<file path="src/rtl/mux_scan_if.sv">
// Frame delivery channel from the scan controller to its consumer.
// The controller drives frame and frame_valid, and the consumer drives frame_ready.
interface mux_scan_if #(
  parameter int unsigned DATA_WIDTH = 3
);
  logic [5*DATA_WIDTH-1:0] frame;
  logic                    frame_valid;
  logic                    frame_ready;

  modport master (output frame, output frame_valid, input frame_ready);
  modport slave  (input frame, input frame_valid, output frame_ready);
endinterface

</file>
<file path="src/rtl/mux_scan_ctrl.sv">
// Steps the 5:1 mux select through channels 0..4 and holds each one for DWELL cycles.
// It captures the mux output into a 5-slot frame and offers the frame over valid/ready.
module mux_scan_ctrl #(
  parameter int unsigned DATA_WIDTH = 3,
  parameter int unsigned DWELL      = 4
) (
  input  logic                  clk,
  input  logic                  rst_n,
  input  logic                  start_i,
  input  logic                  continuous_i,
  input  logic [DATA_WIDTH-1:0] m_i,
  output logic [2:0]            s_o,
  output logic                  busy_o,
  output logic                  overrun_o,
  mux_scan_if.master            bus
);

  localparam int unsigned CNT_W   = (DWELL > 1) ? $clog2(DWELL) : 1;
  localparam int unsigned BUF_W   = 4 * DATA_WIDTH;
  localparam int unsigned FRAME_W = 5 * DATA_WIDTH;
  localparam logic [CNT_W-1:0] CNT_RELOAD = CNT_W'(DWELL - 1);
  localparam logic [2:0]       LAST_CH    = 3'd4;

  typedef enum logic {IDLE = 1'b0, SCAN = 1'b1} state_t;

  state_t               state_q, state_d;
  logic [2:0]           s_q, s_d;
  logic [CNT_W-1:0]     cnt_q, cnt_d;
  logic [BUF_W-1:0]     buf_q, buf_d;
  logic [FRAME_W-1:0]   frame_q, frame_d;
  logic                 valid_q, valid_d;
  logic                 overrun_q, overrun_d;

  // State and datapath registers
  always_ff @(posedge clk or negedge rst_n) begin
    if (!rst_n) begin
      state_q   <= IDLE;
      s_q       <= 3'd0;
      cnt_q     <= '0;
      buf_q     <= '0;
      frame_q   <= '0;
      valid_q   <= 1'b0;
      overrun_q <= 1'b0;
    end else begin
      state_q   <= state_d;
      s_q       <= s_d;
      cnt_q     <= cnt_d;
      buf_q     <= buf_d;
      frame_q   <= frame_d;
      valid_q   <= valid_d;
      overrun_q <= overrun_d;
    end
  end

  // Next-state: dwell countdown, slot capture, frame hand-off
  always_comb begin
    state_d   = state_q;
    s_d       = s_q;
    cnt_d     = cnt_q;
    buf_d     = buf_q;
    frame_d   = frame_q;
    valid_d   = valid_q;
    overrun_d = overrun_q;

    if (valid_q && bus.frame_ready) begin
      valid_d = 1'b0;
    end

    case (state_q)
      IDLE: begin
        s_d = 3'd0;
        if (start_i) begin
          state_d = SCAN;
          cnt_d   = CNT_RELOAD;
        end
      end
      SCAN: begin
        if (cnt_q != '0) begin
          cnt_d = cnt_q - CNT_W'(1);
        end else if (s_q < LAST_CH) begin
          buf_d[int'(s_q)*DATA_WIDTH +: DATA_WIDTH] = m_i;
          s_d   = s_q + 3'd1;
          cnt_d = CNT_RELOAD;
        end else begin
          // Slot 4 goes straight into the frame; a completion can also be the accept edge
          if (!valid_q || bus.frame_ready) begin
            frame_d = {m_i, buf_q};
            valid_d = 1'b1;
          end else begin
            overrun_d = 1'b1;
          end
          s_d = 3'd0;
          if (continuous_i) begin
            cnt_d = CNT_RELOAD;
          end else begin
            state_d = IDLE;
          end
        end
      end
      default: state_d = IDLE;
    endcase
  end

  assign s_o             = s_q;
  assign busy_o          = (state_q == SCAN);
  assign overrun_o       = overrun_q;
  assign bus.frame       = frame_q;
  assign bus.frame_valid = valid_q;

endmodule

</file>
<file path="src/flat_wrapper.sv">
// flat-port wrapper written by rule: the top's interface ports become plain ports
module mux_scan_ctrl_flat 
#(
  parameter int unsigned DATA_WIDTH = 3,
  parameter int unsigned DWELL      = 4
)
  (clk, rst_n, start_i, continuous_i, m_i, s_o, busy_o, overrun_o, bus_frame, bus_frame_valid, bus_frame_ready);
  mux_scan_if #(.DATA_WIDTH(DATA_WIDTH)) bus_i ();
  input  logic clk;
  input  logic rst_n;
  input  logic start_i;
  input  logic continuous_i;
  input  logic [DATA_WIDTH-1:0] m_i;
  output logic [2:0] s_o;
  output logic busy_o;
  output logic overrun_o;
  output wire logic [$bits(bus_i.frame)-1:0] bus_frame;
  output wire logic [$bits(bus_i.frame_valid)-1:0] bus_frame_valid;
  input wire logic [$bits(bus_i.frame_ready)-1:0] bus_frame_ready;
  assign bus_frame = bus_i.frame;
  assign bus_frame_valid = bus_i.frame_valid;
  assign bus_i.frame_ready = bus_frame_ready;
  mux_scan_ctrl #(.DATA_WIDTH(DATA_WIDTH), .DWELL(DWELL)) u_core (.clk(clk), .rst_n(rst_n), .start_i(start_i), .continuous_i(continuous_i), .m_i(m_i), .s_o(s_o), .busy_o(busy_o), .overrun_o(overrun_o), .bus(bus_i));
endmodule
</file>
<file path="config.mk">
export PLATFORM = sky130hd
export DESIGN_NAME = mux_scan_ctrl_flat
export DESIGN_NICKNAME = d
export VERILOG_FILES = /design/src/rtl/mux_scan_if.sv /design/src/rtl/mux_scan_ctrl.sv /design/src/flat_wrapper.sv
export SDC_FILE = /design/constraint.sdc
export NUM_CORES = 1
export LEC_CHECK = 0
export BUFFER_PORTS_ARGS = -buffer_cell sky130_fd_sc_hd__buf_4
export CAP_MARGIN = 0
export CORE_ASPECT_RATIO = 1.5
export CORE_MARGIN = 1.5
export CORE_UTILIZATION = 50
export CTS_BUF_LIST = sky130_fd_sc_hd__clkbuf_8
export DETAILED_ROUTE_END_ITERATION = 16
export PLACE_DENSITY_LB_ADDON = 0.25
export SLEW_MARGIN = 20
export SYNTH_ARGS = -nofsm -noshare
export SYNTH_HDL_FRONTEND = slang
export SYNTH_SLANG_ARGS = --single-unit
</file>
<file path="constraint.sdc">
create_clock -name clk -period 2.7 [get_ports clk]
set_clock_uncertainty 0.2 [all_clocks]
set_input_delay 0.27 -clock clk [delete_from_list [all_inputs] [get_ports clk]]
set_output_delay 0.27 -clock clk [all_outputs]
set_load 0.02 [all_outputs]
</file>
==> key figures, run 1 <==
Global route
  • Vias in the first global route: 947
  • Largest net degree at the start of global routing: 36
  • Initial antenna violation count: 0
  • First-pass GRT wire length: 4350 um
  • Total track usage: 16.9%
  • GRT overflow: 0

STA
  • Period Utilization, post-route: 80.9%
  • Endpoints failing hold: 0
  • Hold WS: 42.2 ps
  • Worst path setup slack after routing: 516 ps
  • Relative slew slack: 64.4%
  • F_max: 458 MHz
  • Final Max Tran Viols: 0
  • Unrepaired setup endpoints after global routing: no
  • Fin Setup TNS: 0 ps
  • Least-Margin Pin Slew: 534 ps
  • Tmin final: 2180 ps
  • Final setup fails: 0

Floorplan
  • Die Y: 72.5 um
  • Core Footprint: 0.00310 mm^2
  • DIE WIDTH: 49.3 um
  • # IOs: 29
  • Die ar.: 0.00357 mm^2
  • Row count: 25
  • Effective utilization at floorplan: 52.0%

Clock network
  • TritonCTS buffer count: 5
  • Root buf cell: clkbuf_8
  • CTS tree: built
  • Clk_lat worst skew: 290 ps
  • Clk sinks: 35
  • CTS H-tree lvls: 2
  • Max clock buf depth: 2
  • Reg clk slew, reported paths: 60 ps
  • Postcts setup bufs: 0

Synth
  • Post-synth EDFFs: 0
  • Syn Area/Cell: 14.5 um^2
  • Unique masters post-synth: 32
  • Largest cells by area after synthesis: dfrtp_1, mux2_4, mux2_2, ha_1, mux2_1
  • Synth top area share: 54.4%
  • Seq/Total Area, Yosys: 54.4%
  • Synthesized instance count: 111
  • Synth Warn #: 0
  • Synth Cell Area: 0.00161 mm^2
  • Largest area contributor in the netlist: dfrtp_1
  • Yosys reg bits: 35
  • Top_reg_cell synth: dfrtp_1
  • Syn Nets: 123
  • Async SR Flop Fraction: 100%

Critical path
  • Arr. time, crit path: 2150 ps
  • Crit Path Max Fanout: 15
  • Start point of the critical path: u_core.cnt_q[0]
  • Critical path startpoint category: register
  • Setup crit end kind: register
  • Crit path required time: 2670 ps
  • Reg-to-reg startpoint: u_core.cnt_q[0]
  • Setup CP Type: reg2reg

Finish
  • N_diodes: 0
  • Final net count: 154
  • Layout cells sized above 1: 42.7%
  • Most common cell after layout, fill and taps aside: dfrtp_1
  • Final Cell Area: 0.00193 mm^2
  • Synthesis-to-layout area growth: 19.8%
  • Layout Cells excl Fill: 183
  • Commonest cells after routing, fill and taps aside: dfrtp_1, buf_4, mux2_4

Place
  • GP Congestion: 0.793
  • Detailed placer's ending HPWL: 1940 um
  • Port bufs: 28
  • Area after DPL: 0.00182 mm^2
  • Setup WS pre-CTS: 502 ps
  • Cells after DPL: 174

Route
  • Wire per inst: 14.4 um
  • M1 WL: 1040 um
  • Vias: 948
  • Drt pass-1 iters: 4
  • Routed Wire Length: 2630 um
  • Via density: 5.18
  • WL met3: 122 um
  • Top sig layer: met4
  • Post-route DRC violation count: 0
  • Met2 routed WL: 1360 um
  • Number of routed nets with antenna violations: 0
  • Initial DRC Count: 15

Pwr
  • Pleak: 0.978 nW
  • Pwr Density: 1150 mW/mm^2
  • VDD IR max: 667 uV

Min path
  • Hold path start: m_i[1]
  • Min-Delay Path Class: in2reg

Run
  • Max-Cap Viols: 0

Outcome
  • Status: complete, no violations
[power by group]
group          internal (mW)  switching, mW  leakage, nW
sequential             0.729          0.155        0.452
combinational          0.475          0.443        0.470
clock                  0.229          0.176       0.0557
[state kept, by name, indices dropped and copies added (netlist names)]
name                    cells
u_core.bus.frame           15
u_core.buf_q               12
u_core.s_o                  3
u_core.cnt_q                2
u_core.bus.frame_valid      1
u_core.busy_o               1
u_core.overrun_o            1
[critical path, stage by stage, from the launching register on]
cell and delay, ps:
dfrtp_1 390, inv_1 60, ha_1 380, nand3_4 160
nor2b_4 480, mux2_2 400
[cells by family after synthesis]
logic type	share of synthesized area (%)
xor gates and xnor gates	0.544
DFF	54.4
and+or+nand+nor	13.6
buffers and inverters	4.20
adders and majority gates	3.11
AOI/OAI and AO/OA	6.45
muxes	17.7
[worst paths after layout]
path | end | slack (ps) | cells after the start
max in group asynchronous | u_core.bus.frame[3] | 1740 | 2
worst max register to register | u_core.bus.frame[4] | 520 | 5
min in group asynchronous | u_core.bus.frame[10] | 260 | 2
worst min register to register | u_core.overrun_o | 290 | 1
worst min-delay path | u_core.buf_q[7] | 40 | 2
worst max-delay path | u_core.bus.frame[4] | 520 | 5
[metal layers]
| metal | vias up | track usage [%] |
|---|---|---|
| met5 | - | 0 |
| met4 | 0 | 11.1 |
| met3 | 8 | 6.38 |
| met2 | 24 | 27.2 |
| met1 | 464 | 18.6 |
| li1 | 452 | - |
[synth_stat cells, types with 3 or more instances]
library cell and instances:
nor2_1 3, a22o_1 3, and3_1 5, a21bo_2 3
mux2_2 8, inv_1 4, nand2_1 4, mux2_4 10
mux2_1 3, nand3b_1 3, nand4_1 3, dfrtp_1 35
ha_1 4
[per-stage QoR]
| step | total power [mW] | utilization (%) |
|---|---|---|
| floorplan | 1.54 | - |
| global placement | 1.79 | 58.7 |
| detailed placement | 1.82 | 58.7 |
| CTS | 2.23 | 62.2 |
| global route | 2.35 | 62.2 |
| finish | 2.21 | 62.2 |
[layout make-up]
cell class	instances	area (um^2)
Inverter	4	15.0
Timing Repair Buffer	29	220
Multi-Input combinational cell	67	666
Clock buffer	7	96.3
Sequential cell	35	876
Tap cell	40	50.0
Fill cell	229	1170
Clock inverter	1	3.75
[repair_timing]
item / CTS / global route
endpoints found under the hold margin: 35 / 0
endpoints found under the setup margin: 0 / 0
hold buffers: 1 / 0
resized for setup: 0 / 0
Power figures use the tool's default switching activity.
==> inputs of run 2 (changes only) <==
clock period = 2.2 ns   (was 2.7 ns; I/O delays follow)
==> run 2 against run 1 <==
  * Largest power group unchanged
  * Utilization rose by 2.6 points
  * Highest routed layer unchanged
  * Clock power rose by 41%
  * Setup slack got worse by 320 ps
  * Sequential power rose by 19%
  * Combinational power rose by 34%
  * Via count rose by 0.84%
  * Total power rose by 29%
  * Global-route usage rose by 2.2 points
  * Critical path depth did not move
==> key figures, run 2 (synthesis gave the netlist of run 1 again) <==
Global route
  • Initial antenna violation count: 0 (unchanged)
  • First-pass GRT wire length: 4980 um (was 4350 um)
  • Vias in the first global route: 1001 (was 947)
  • Largest net degree at the start of global routing: 36 (unchanged)
  • GRT overflow: 0 (unchanged)
  • Total track usage: 19.1% (was 16.9%)

Floorplan
  • Core Footprint: 0.00310 mm^2 (unchanged)
  • Die ar.: 0.00357 mm^2 (unchanged)
  • Row count: 25 (unchanged)
  • # IOs: 29 (unchanged)
  • DIE WIDTH: 49.3 um (unchanged)
  • Effective utilization at floorplan: 52.0% (unchanged)
  • Die Y: 72.5 um (unchanged)

Pwr
  • Pleak: 1.01 nW (was 0.978 nW)
  • VDD IR max: 799 uV (was 667 uV)
  • Total power: 2.85 mW (was 2.21 mW)
  • Pwr Density: 1420 mW/mm^2 (was 1150 mW/mm^2)

Clock network
  • Reg clk slew, reported paths: 70 ps (was 60 ps)
  • TritonCTS buffer count: 5 (unchanged)
  • Max clock buf depth: 2 (unchanged)
  • Postcts setup bufs: 0 (unchanged)
  • CTS tree: built (unchanged)
  • Root buf cell: clkbuf_8 (unchanged)
  • CTS H-tree lvls: 2 (unchanged)
  • Clk_lat worst skew: 280 ps (was 290 ps)
  • Clk sinks: 35 (unchanged)

Route
  • Wire per inst: 15.3 um (was 14.4 um)
  • Via density: 5.06 (was 5.18)
  • Initial DRC Count: 3 (was 15)
  • Number of routed nets with antenna violations: 0 (unchanged)
  • Routed Wire Length: 2890 um (was 2630 um)
  • Vias: 956 (was 948)
  • Post-route DRC violation count: 0 (unchanged)
  • Drt pass-1 iters: 2 (was 4)

STA
  • Tmin final: 2000 ps (was 2180 ps)
  • Worst path setup slack after routing: 199 ps (was 516 ps)
  • Period Utilization, post-route: 91.0% (was 80.9%)
  • Fin Setup TNS: 0 ps (unchanged)
  • F_max: 500 MHz (was 458 MHz)
  • Final setup fails: 0 (unchanged)
  • Final Max Tran Viols: 0 (unchanged)
  • Endpoints failing hold: 0 (unchanged)
  • Relative slew slack: 70.7% (was 64.4%)
  • Unrepaired setup endpoints after global routing: no (unchanged)
  • Least-Margin Pin Slew: 439 ps (was 534 ps)

Min path
  • Min-Delay Path Class: in2reg (unchanged)

Critical path
  • Setup crit end kind: register (unchanged)
  • Crit Path Max Fanout: 9 (was 15)
  • Critical path startpoint category: register (unchanged)
  • Arr. time, crit path: 1980 ps (was 2150 ps)
  • Crit path required time: 2170 ps (was 2670 ps)
  • Setup CP Type: reg2reg (unchanged)

Finish
  • Most common cell after layout, fill and taps aside: dfrtp_1 (unchanged)
  • Final Cell Area: 0.00201 mm^2 (was 0.00193 mm^2)
  • # fillers: 250 (was 229)
  • Register Area: 876 um^2 (unchanged)
  • Max FFs per register: 15 (unchanged)
  • N_diodes: 0 (unchanged)
  • Synthesis-to-layout area growth: 24.7% (was 19.8%)
  • Multi-input gate area: 668 um^2 (was 666 um^2)
  • Commonest cells after routing, fill and taps aside: dfrtp_1, buf_4, mux2_4 (unchanged)
  • Final net count: 160 (was 154)
  • Layout cells sized above 1: 44.3% (was 42.7%)

Place
  • Port bufs: 28 (unchanged)
  • Area after DPL: 0.00185 mm^2 (was 0.00182 mm^2)
  • Detailed placer's ending HPWL: 2050 um (was 1940 um)
  • GP Congestion: 0.856 (was 0.793)
  • Setup WS pre-CTS: 183 ps (was 502 ps)

Outcome
  • Status: complete, no violations (unchanged)

Run
  • Max-Cap Viols: 0 (unchanged)
-- run 2: cell types whose count changed in the layout (fill, tap and decap cells not counted) --
cell	previous run	this run
ha_2	0	1
clkinv_2	0	1
dlygate4sd3_1	1	4
buf_12	0	1
buf_4	28	30
clkinv_4	0	1
clkbuf_8	7	5
inv_1	5	4
bufinv_16	0	1
ha_1	4	3
-- run 2: layer usage --
metal / share of wire (%) / vias to the layer above / global-route usage, % / wire length [um]
li1: - / 465 / - / -
met1: 42 / 463 / 22.5 / 1200
met2: 53 / 23 / 32.6 / 1520
met3: 3.6 / 5 / 4.94 / 105
met4: 2.0 / 0 / 8.57 / 58
met5: 0 / - / 0 / 0
-- run 2: timing repair --
item | CTS | global route
hold buffers | 4 | 0
endpoints found under the hold margin | 37 | 0
gates resized for setup | 0 | 1
endpoints found under the setup margin | 0 | 1
-- run 2: metrics by stage --
stage	instances	utilization, %	hold slack (ps)
after global placement	177	59.8	-8.71
after CTS	189	64.7	2.74
after detailed placement	177	59.8	-1.74
after floorplan	111	-	-276
final	189	64.8	4.20
after global routing	189	64.8	12.0
-- run 2: report_power, final --
| group | internal [mW] | switching, mW |
|---|---|---|
| Sequential | 0.894 | 0.156 |
| Clock | 0.337 | 0.234 |
| Combinational | 0.629 | 0.601 |
-- run 2: worst paths after layout --
check | from | end | slack (ps) | cells past startpoint
max in group asynchronous | rst_n | u_core.bus.frame[0] | 1260 | 2
min reg2reg | u_core.overrun_o | u_core.overrun_o | 290 | 1
min in group asynchronous | rst_n | u_core.s_o[1] | 230 | 2
max reg2reg | u_core.cnt_q[0] | u_core.busy_o | 200 | 5
max | u_core.cnt_q[0] | u_core.busy_o | 200 | 5
min | m_i[1] | u_core.buf_q[7] | 4 | 2
-- run 2: worst max-delay path, stage by stage, from the launching register on --
cell	delay, ps
dfrtp_1	390
inv_1	70
ha_2	300
nand3_4	140
o22a_2	250
dlygate4sd3_1	550
-- run 2: area by class of cell --
cell class                      instances  area share (%)
Clock inverter                          3            2.18
Sequential cell                        35            43.6
Multi-Input combinational cell         67            33.3
Inverter                                4           0.748
Timing Repair Buffer                   35            14.2
Clock buffer                            5            3.43
Tap cell                               40            2.49
